<file path="config.mk">
export PLATFORM = sky130hd
export DESIGN_NAME = seg7_display
export DESIGN_NICKNAME = d
export VERILOG_FILES = /design/src/rtl/seg7_display.sv
export SDC_FILE = /design/constraint.sdc
export NUM_CORES = 1
export LEC_CHECK = 0
export CORE_ASPECT_RATIO = 0.5
export CORE_MARGIN = 4
export CORE_UTILIZATION = 56
export CTS_CLUSTER_SIZE = 24
export DETAILED_ROUTE_END_ITERATION = 7
export HOLD_SLACK_MARGIN = 0.12
export PLACE_DENSITY = 0.79
export SYNTH_ARGS = -nofsm -noshare
export SYNTH_HDL_FRONTEND = slang
export SYNTH_SLANG_ARGS = --single-unit
</file>
<file path="constraint.sdc">
create_clock -name clk -period 3.3 [get_ports clk]
set_input_delay 0.66 -clock clk [delete_from_list [all_inputs] [get_ports clk]]
set_output_delay 0.66 -clock clk [all_outputs]
set_load 0.01 [all_outputs]
</file>
<file path="src/rtl/seg7_display.sv">
// seg7_display: captures an 8-bit value, converts it to BCD with a double-dabble engine,
// and scans a 4-digit common-cathode display. Define SIGNED_MODE_EN for two's-complement input with a minus sign.
module seg7_display #(
  parameter int SCAN_DIV = 4
) (
  input  logic        clk,
  input  logic        clr,
  input  logic [7:0]  din,
  input  logic        load,
  output logic        busy,
  output logic [11:0] bcd,
  output logic        neg,
  output logic [3:0]  an,
  output logic [6:0]  seg
);

  typedef enum logic {IDLE, SHIFT} state_t;

  localparam int PW = (SCAN_DIV > 1) ? $clog2(SCAN_DIV) : 1;
  localparam logic [PW-1:0] PRESC_LAST = PW'(SCAN_DIV - 1);

  state_t      state_q;
  logic [7:0]  operand_q;
  logic [11:0] scratch_q;
  logic [2:0]  step_q;
  logic [11:0] bcd_q;
  logic [PW-1:0] presc_q;
  logic [1:0]  idx_q;

  logic [7:0]  mag_d;
  logic [11:0] adj_d;
  logic [19:0] shift_d;

`ifdef SIGNED_MODE_EN
  logic sign_pend_q;
  logic neg_q;
  assign mag_d = din[7] ? 8'(-din) : din;
  assign neg   = neg_q;
`else
  assign mag_d = din;
  assign neg   = 1'b0;
`endif

  always_comb begin
    adj_d = scratch_q;
    for (int i = 0; i < 3; i++) begin
      if (scratch_q[4*i +: 4] >= 4'd5) adj_d[4*i +: 4] = scratch_q[4*i +: 4] + 4'd3;
    end
  end

  // The hundreds nibble never exceeds 2, so the bit shifted out of the top is always 0.
  assign shift_d = {adj_d, operand_q} << 1;

  always_ff @(posedge clk) begin
    if (clr) begin
      state_q   <= IDLE;
      operand_q <= '0;
      scratch_q <= '0;
      step_q    <= '0;
      bcd_q     <= '0;
`ifdef SIGNED_MODE_EN
      sign_pend_q <= 1'b0;
      neg_q       <= 1'b0;
`endif
    end else begin
      if (state_q == SHIFT) begin
        operand_q <= shift_d[7:0];
        scratch_q <= shift_d[19:8];
        step_q    <= step_q + 3'd1;
        if (step_q == 3'd7) begin
          bcd_q   <= shift_d[19:8];
`ifdef SIGNED_MODE_EN
          neg_q   <= sign_pend_q;
`endif
          state_q <= IDLE;
        end
      end
      // A new load overrides the shift updates above; a commit on the same edge still lands.
      if (load) begin
        operand_q <= mag_d;
        scratch_q <= '0;
        step_q    <= '0;
`ifdef SIGNED_MODE_EN
        sign_pend_q <= din[7];
`endif
        state_q   <= SHIFT;
      end
    end
  end

  assign busy = (state_q == SHIFT);
  assign bcd  = bcd_q;

  always_ff @(posedge clk) begin
    if (clr) begin
      presc_q <= '0;
      idx_q   <= '0;
    end else if (presc_q == PRESC_LAST) begin
      presc_q <= '0;
      idx_q   <= idx_q + 2'd1;
    end else begin
      presc_q <= presc_q + 1'b1;
    end
  end

  function automatic logic [6:0] glyph(input logic [3:0] d);
    logic [6:0] g;
    case (d)
      4'd0:    g = 7'h3F;
      4'd1:    g = 7'h06;
      4'd2:    g = 7'h5B;
      4'd3:    g = 7'h4F;
      4'd4:    g = 7'h66;
      4'd5:    g = 7'h6D;
      4'd6:    g = 7'h7D;
      4'd7:    g = 7'h07;
      4'd8:    g = 7'h7F;
      4'd9:    g = 7'h6F;
      default: g = 7'h00;
    endcase
    return g;
  endfunction

  always_comb begin
    an  = 4'b0001 << idx_q;
    seg = 7'h00;
    case (idx_q)
      2'd0: seg = glyph(bcd_q[3:0]);
      2'd1: seg = (bcd_q[11:4] == 8'd0) ? 7'h00 : glyph(bcd_q[7:4]);
      2'd2: seg = (bcd_q[11:8] == 4'd0) ? 7'h00 : glyph(bcd_q[11:8]);
`ifdef SIGNED_MODE_EN
      2'd3: seg = neg_q ? 7'h40 : 7'h00;
`else
      2'd3: seg = 7'h00;
`endif
      default: seg = 7'h00;
    endcase
  end

endmodule

</file>
Yosys cells after proc, flatten, opt, wreduce, memory -nomap -nowiden
Memories as Yosys holds them, arrays and structs flattened. A register that Yosys moved wholly into a read port is not among the register bits.
Cells that the tools add are included.
W data, S select, Z words.
{ "word_totals": {"input_bits": 11, "rom_bits": 336, "mem_count": 3, "word_cells": 49, "out_inout_bits": 25, "reg_bits": 40} }
{ "classes": {"n_lt_le_gt_ge": 3, "n_addsub": 6, "eq_ne": 5, "shifts": 1, "n_reduce_logical": 7, "n_mux": 17} }
{ "mem_list": {"columns": ["name", "words", "width", "rd", "rd_ports_with_merged_regs", "write_ports", "line_no", "source"], "rows": [
  ["(name not given)", 16, 7, 1, 1, 0, "108", "case (d)"],
  ["(name not given)", 16, 7, 1, 1, 0, "108", null],
  ["(name not given)", 16, 7, 1, 1, 0, "108", null]
]} }
{ "ops": {"columns": ["op", "count"], "rows": [
  ["$mux W4", 8],
  ["$pmux W7 S4", 1],
  ["$mux W8", 2],
  ["$mux W7", 2],
  ["$ge A4 B3 Y1 const B", 3],
  ["$add A4 B2 Y4 const B", 2],
  ["$logic_not A8 Y1", 1],
  ["$eq A2 B2 Y1 const B", 3],
  ["$add A2 B1 Y2 const B", 2],
  ["$logic_not A4 Y1", 1],
  ["$reduce_or A2 Y1", 2],
  ["$shl A1 B2 Y4 const A", 1],
  ["$add A3 B1 Y3 const B", 1],
  ["$add A3 B2 Y3 const B", 1],
  ["$eq A3 B3 Y1 const B", 1],
  ["$mux W1", 3],
  ["$mux W3", 1],
  ["$eq A2 B1 Y1 const B", 1],
  ["$logic_not A2 Y1", 1],
  ["$reduce_and A2 Y1", 1],
  ["$reduce_bool A2 Y1", 1]
]} }

Longest topological paths before layout
Gate-level depths: netlist of run 1.
{ "logic_depth": {"ltp_word": 4, "mapped_depth": 12, "ltp_nobuf": 11} }

Worst setup path after synthesis of run 1
No wires, ideal clock.
{ "synth_timing": {"kind": "flip-flop to flip-flop", "start": "register step_q[0]", "end": "register (tool-made name)", "arrival_ns": 2.407, "synth_period_minus_slack_ns": 2.494, "required_time_ns": 3.213, "n_path_buf": 1, "setup_time_ns": 0.087, "stages_incl_launch_ff": 12, "path_slack_ns": 0.806, "cell_sequence": "dfxtp_1 ha_1 ha_1 and2_1 clkbuf_1 a31o_2 nor3_1 or2_1 inv_2 ha_1 mux2_2 o31ai_1"} }
{ "synth_rtl": {"columns": ["element", "line_no", "source"], "rows": [
  ["from (decl)", "25", "logic [2:0] step_q;"],
  ["from (signal assigned)", "69", "step_q <= step_q + 3'd1;"]
]} }

Worst setup path in the final report of run 1
{ "layout_timing": {"start": "register idx_q[0]", "end": "output seg[2]"} }
{ "layout_via": {"elab_chain_cells": 2, "word_cells_on_any_way": 5, "cone_classes": "3 x eq/ne; 1 x mux; 1 x reduce/logical"} }
{ "layout_rtl": {"columns": ["element", "line_no", "source"], "rows": [
  ["from (decl)", "28", "logic [1:0] idx_q;"],
  ["from (signal assigned)", "100", "idx_q <= idx_q + 2'd1;"],
  ["$eq A2 B2 Y1, or another cell as far along", "127", "case (idx_q)"],
  ["$pmux W7 S4 *", "127", null],
  ["to (decl)", "14", "output logic [6:0] seg"]
]} }
Every way passes the cells marked *; elsewhere a longest branch is shown, timed or not.

==> impl_results.md, run 1 <==
- Count of clock tree sinks: 61
- Chip height: 62.4 um
- Share of final-layout standard cells stronger than drive strength 1: 9.22%
- Mean post-synth cell area: approximately 8.6 sq um
- Leading cell types by total area after synthesis: sky130_fd_sc_hd__dfxtp_1 (37%), sky130_fd_sc_hd__ha_1 (12%), sky130_fd_sc_hd__nor2_1 (4.9%), sky130_fd_sc_hd__mux2i_1 (4.5%), sky130_fd_sc_hd__a21oi_1 (3.6%)
- Crit path DAT: 2.41 ns
- Count leader, synth: sky130_fd_sc_hd__dfxtp_1
- Final hold violations: 0
- Total area of multi-input combinational cells: 1860 sq um
- Clock period minus worst slack: ~3.1 ns
- Setup-violating endpoint count in the final report: 0
- Slew margin rel.: 52.3%
- Worst reg-to-reg setup slack: 0.49 ns
- Final hold slack: 0.436 ns
- Maximum ir drop on the vdd rail: 326 uV
- Number of hold buffers added after cts: 0
- Antenna violations before repair: 0
- Clock tree root driver cell: sky130_fd_sc_hd__clkbuf_16
- Violation count after the first detailed-route iteration: approximately 220
- Peak fanout along the critical path: 7
- Number of global-route vias before repair: between 2000 and 3000
- Result of the run: finished, final reports clean
- Number of rows in the core area: 19
- DRC violation count after routing: 0
- Sum of negative setup slack: 0 ns
- Synth Warn #: 0
- Number of I/O pins: 36
- Layout overhead on the synthesized area: 21.0%
- All-Layer GR Usage: a little under a quarter
- CTS clk-pin slew, worst paths: 0.05 ns
- Layout Utilization: a little under three quarters
- Power per cell area: 471 nW/um^2
- Number of filler cells placed in the layout: 434
- Post-synthesis instance area: 3320 sq um
- Min-Delay Path Class: reg2reg
- Effective utilization at floorplan: 59.2%
- Post-synth top flop: sky130_fd_sc_hd__dfxtp_1
- Setup repair after global routing missed its margin: false
- Die Wd: 117 um
- Kind of launch point of the worst setup path: flop
- CTS tree: done
- Die outline area: between 7000 and 8000 sq um
- Gate count after technology mapping: 388
- Proportion of netlist area held by the largest area contributor: 36.8%
- Final worst clock skew: 0.00683 ns
- Vias per std cell: a little under 6
- Endpoint type of the worst setup path: primary output
- Pin count of the biggest net entering global routing: 26
- Crit path kind: reg2out
- Number of buffer cells added on primary ports: 34
- Share of flip-flops with an asynchronous set or reset: 0%
- Post-Syn Nets: 430
- Number of flops mapped to enable cells by yosys: 0
- Max-Cap Viols: 0
- Setup fix buffers added after clock tree synthesis: 0
- Timing-limited maximum frequency: 326 MHz
- Number of vias after detailed routing: 2917
- Final HPWL from detailed placement: 5600 um
- Number of iterations in the first detailed-routing pass: 4
- Post-detailed-route count of antenna-violating nets: 0
- Total power after layout: 1890 uW
- # diodes: 0
- Clock latency on the worst-skew pair: 0.33 ns
- Number of pins with negative max-slew slack in the final report: 0
- Average wire length per cell after detail routing: about 16 um
- Most instantiated cells after synthesis: sky130_fd_sc_hd__dfxtp_1 (61), sky130_fd_sc_hd__nor2_1 (43), sky130_fd_sc_hd__ha_1 (31)
- Core ar.: 5610 sq um
- GR Overflow Total: 0
- Yosys reg bits: 61
- Final weighted congestion in routability-driven placement: 0.808
- Number of buffers added by the clock tree synthesis step: 9
- Area taken by flip-flops and latches: 1220 sq um
- Max Buffers Root-to-Sink: 2
- Final Cycle Share: 93.1%
- Number of distinct library cells after synthesis: 60
- Leakage dissipation: 0.00161 uW
- Transition time at the pin with the least slew margin: 0.709 ns
- Number of H-tree levels: 3
- Net count, final: 460
- CP required: ~2.6 ns
- Library cell with the largest summed area after synthesis: sky130_fd_sc_hd__dfxtp_1
- Wirelength, routed: 7800 um
- Post-cts sizing count: 0
- Sequential area share after synthesis: a little under two fifths
- First-pass GRT wire length: 13100 um
final timing paths:
kind,end,startpoint,depth (start not counted)
max,seg[2],idx_q[0],5
min,presc_q[0],presc_q[0],1
max reg2reg,flop,step_q[0],10
min reg2reg,presc_q[0],presc_q[0],1
report_power, final:
part           switching, uW  total [uW]  internal [uW]  leakage [uW]
clock network            314        1010            698      0.000163
logic                   64.0         122           57.8      0.000953
registers               8.74         760            751      0.000495
total                    386        1890           1510       0.00161
critical path, stage by stage (launching register included):
cell                              delay [ns]
sky130_fd_sc_hd__dfxtp_1                0.40
sky130_fd_sc_hd__ha_1                   0.20
sky130_fd_sc_hd__a21boi_1               0.51
sky130_fd_sc_hd__a22oi_1                0.19
sky130_fd_sc_hd__o21ai_0                0.22
sky130_fd_sc_hd__clkdlybuf4s50_1        0.57
area by class of cell:
cell class	count	share of cell area, %
multi-input cells	279	46.4
flip-flops and latches	61	30.4
repair buffers	43	10.2
clock buffers	12	6.39
inverters	24	2.68
well taps	73	2.27
clock inverters	4	1.74
logic make-up after synthesis:
logic type | Yosys count | synth area share [%]
other cells | 1 | 0.113
xor+xnor | 3 | 0.792
simple gates | 129 | 18.7
fa+ha+maj | 31 | 11.7
flops | 61 | 36.8
buf+inv | 48 | 7.12
compound gates | 99 | 20.0
mux | 16 | 4.86
cells in the final DEF, fill, tap and decap left out, types with 2 or more instances in the layout:
cell	n
sky130_fd_sc_hd__xnor2_1	3
sky130_fd_sc_hd__clkbuf_8	2
sky130_fd_sc_hd__nand2_1	30
sky130_fd_sc_hd__o22ai_1	7
sky130_fd_sc_hd__a21boi_0	2
sky130_fd_sc_hd__a2111oi_0	2
sky130_fd_sc_hd__buf_4	9
sky130_fd_sc_hd__nand3b_1	2
sky130_fd_sc_hd__a31oi_1	2
sky130_fd_sc_hd__nor4_1	2
sky130_fd_sc_hd__a21oi_2	2
sky130_fd_sc_hd__mux2i_1	15
sky130_fd_sc_hd__clkdlybuf4s50_1	34
sky130_fd_sc_hd__a22oi_1	11
sky130_fd_sc_hd__o21ai_0	17
sky130_fd_sc_hd__a41oi_1	2
sky130_fd_sc_hd__clkinv_2	2
sky130_fd_sc_hd__nand3_1	8
sky130_fd_sc_hd__dfxtp_1	61
sky130_fd_sc_hd__nor2b_1	5
sky130_fd_sc_hd__a22o_1	3
sky130_fd_sc_hd__or3b_1	3
sky130_fd_sc_hd__inv_1	20
sky130_fd_sc_hd__nor3_1	11
sky130_fd_sc_hd__nand4_1	2
sky130_fd_sc_hd__or3_1	4
sky130_fd_sc_hd__and3_1	3
sky130_fd_sc_hd__nor2_1	43
sky130_fd_sc_hd__nand2b_1	3
sky130_fd_sc_hd__ha_1	31
sky130_fd_sc_hd__o31ai_1	4
sky130_fd_sc_hd__a211oi_1	8
sky130_fd_sc_hd__o311ai_1	2
sky130_fd_sc_hd__a21oi_1	24
sky130_fd_sc_hd__inv_2	2
sky130_fd_sc_hd__bufinv_16	2
sky130_fd_sc_hd__clkbuf_16	9
sky130_fd_sc_hd__and2_1	5
sky130_fd_sc_hd__nor3b_1	2
sky130_fd_sc_hd__a311oi_1	2
per-stage QoR:
stage / cells / setup WS [ns] / area [sq um]
after floorplan: 388 / 0.806 / 3320
after global placement: 480 / 0.631 / 3690
after detailed placement: 480 / 0.525 / 3690
after CTS: 496 / 0.175 / 4020
after global routing: 496 / 0.0173 / 4020
final: 496 / 0.229 / 4020
routing by layer:
layer	vias up	part of all wire [%]	GRT usage, %
met2	115	47	36.4
met3	12	8.7	8.03
met5	-	0	0
met1	1367	43	30.0
met4	0	0.92	5.15
li1	1423	-	-
Note: power is estimated with default switching activity, not from simulation.
==> inputs of run 2 (changes only) <==
--- a/config.mk
+++ b/config.mk
@@ -8,7 +8,7 @@
 export CORE_ASPECT_RATIO = 0.5
 export CORE_MARGIN = 4
 export CORE_UTILIZATION = 56
-export CTS_CLUSTER_SIZE = 24
+export CTS_CLUSTER_SIZE = 20
 export DETAILED_ROUTE_END_ITERATION = 7
 export HOLD_SLACK_MARGIN = 0.12
 export PLACE_DENSITY = 0.79
==> results of run 2 <==
Final layout, timing and power as in run 1 (identical DEF).
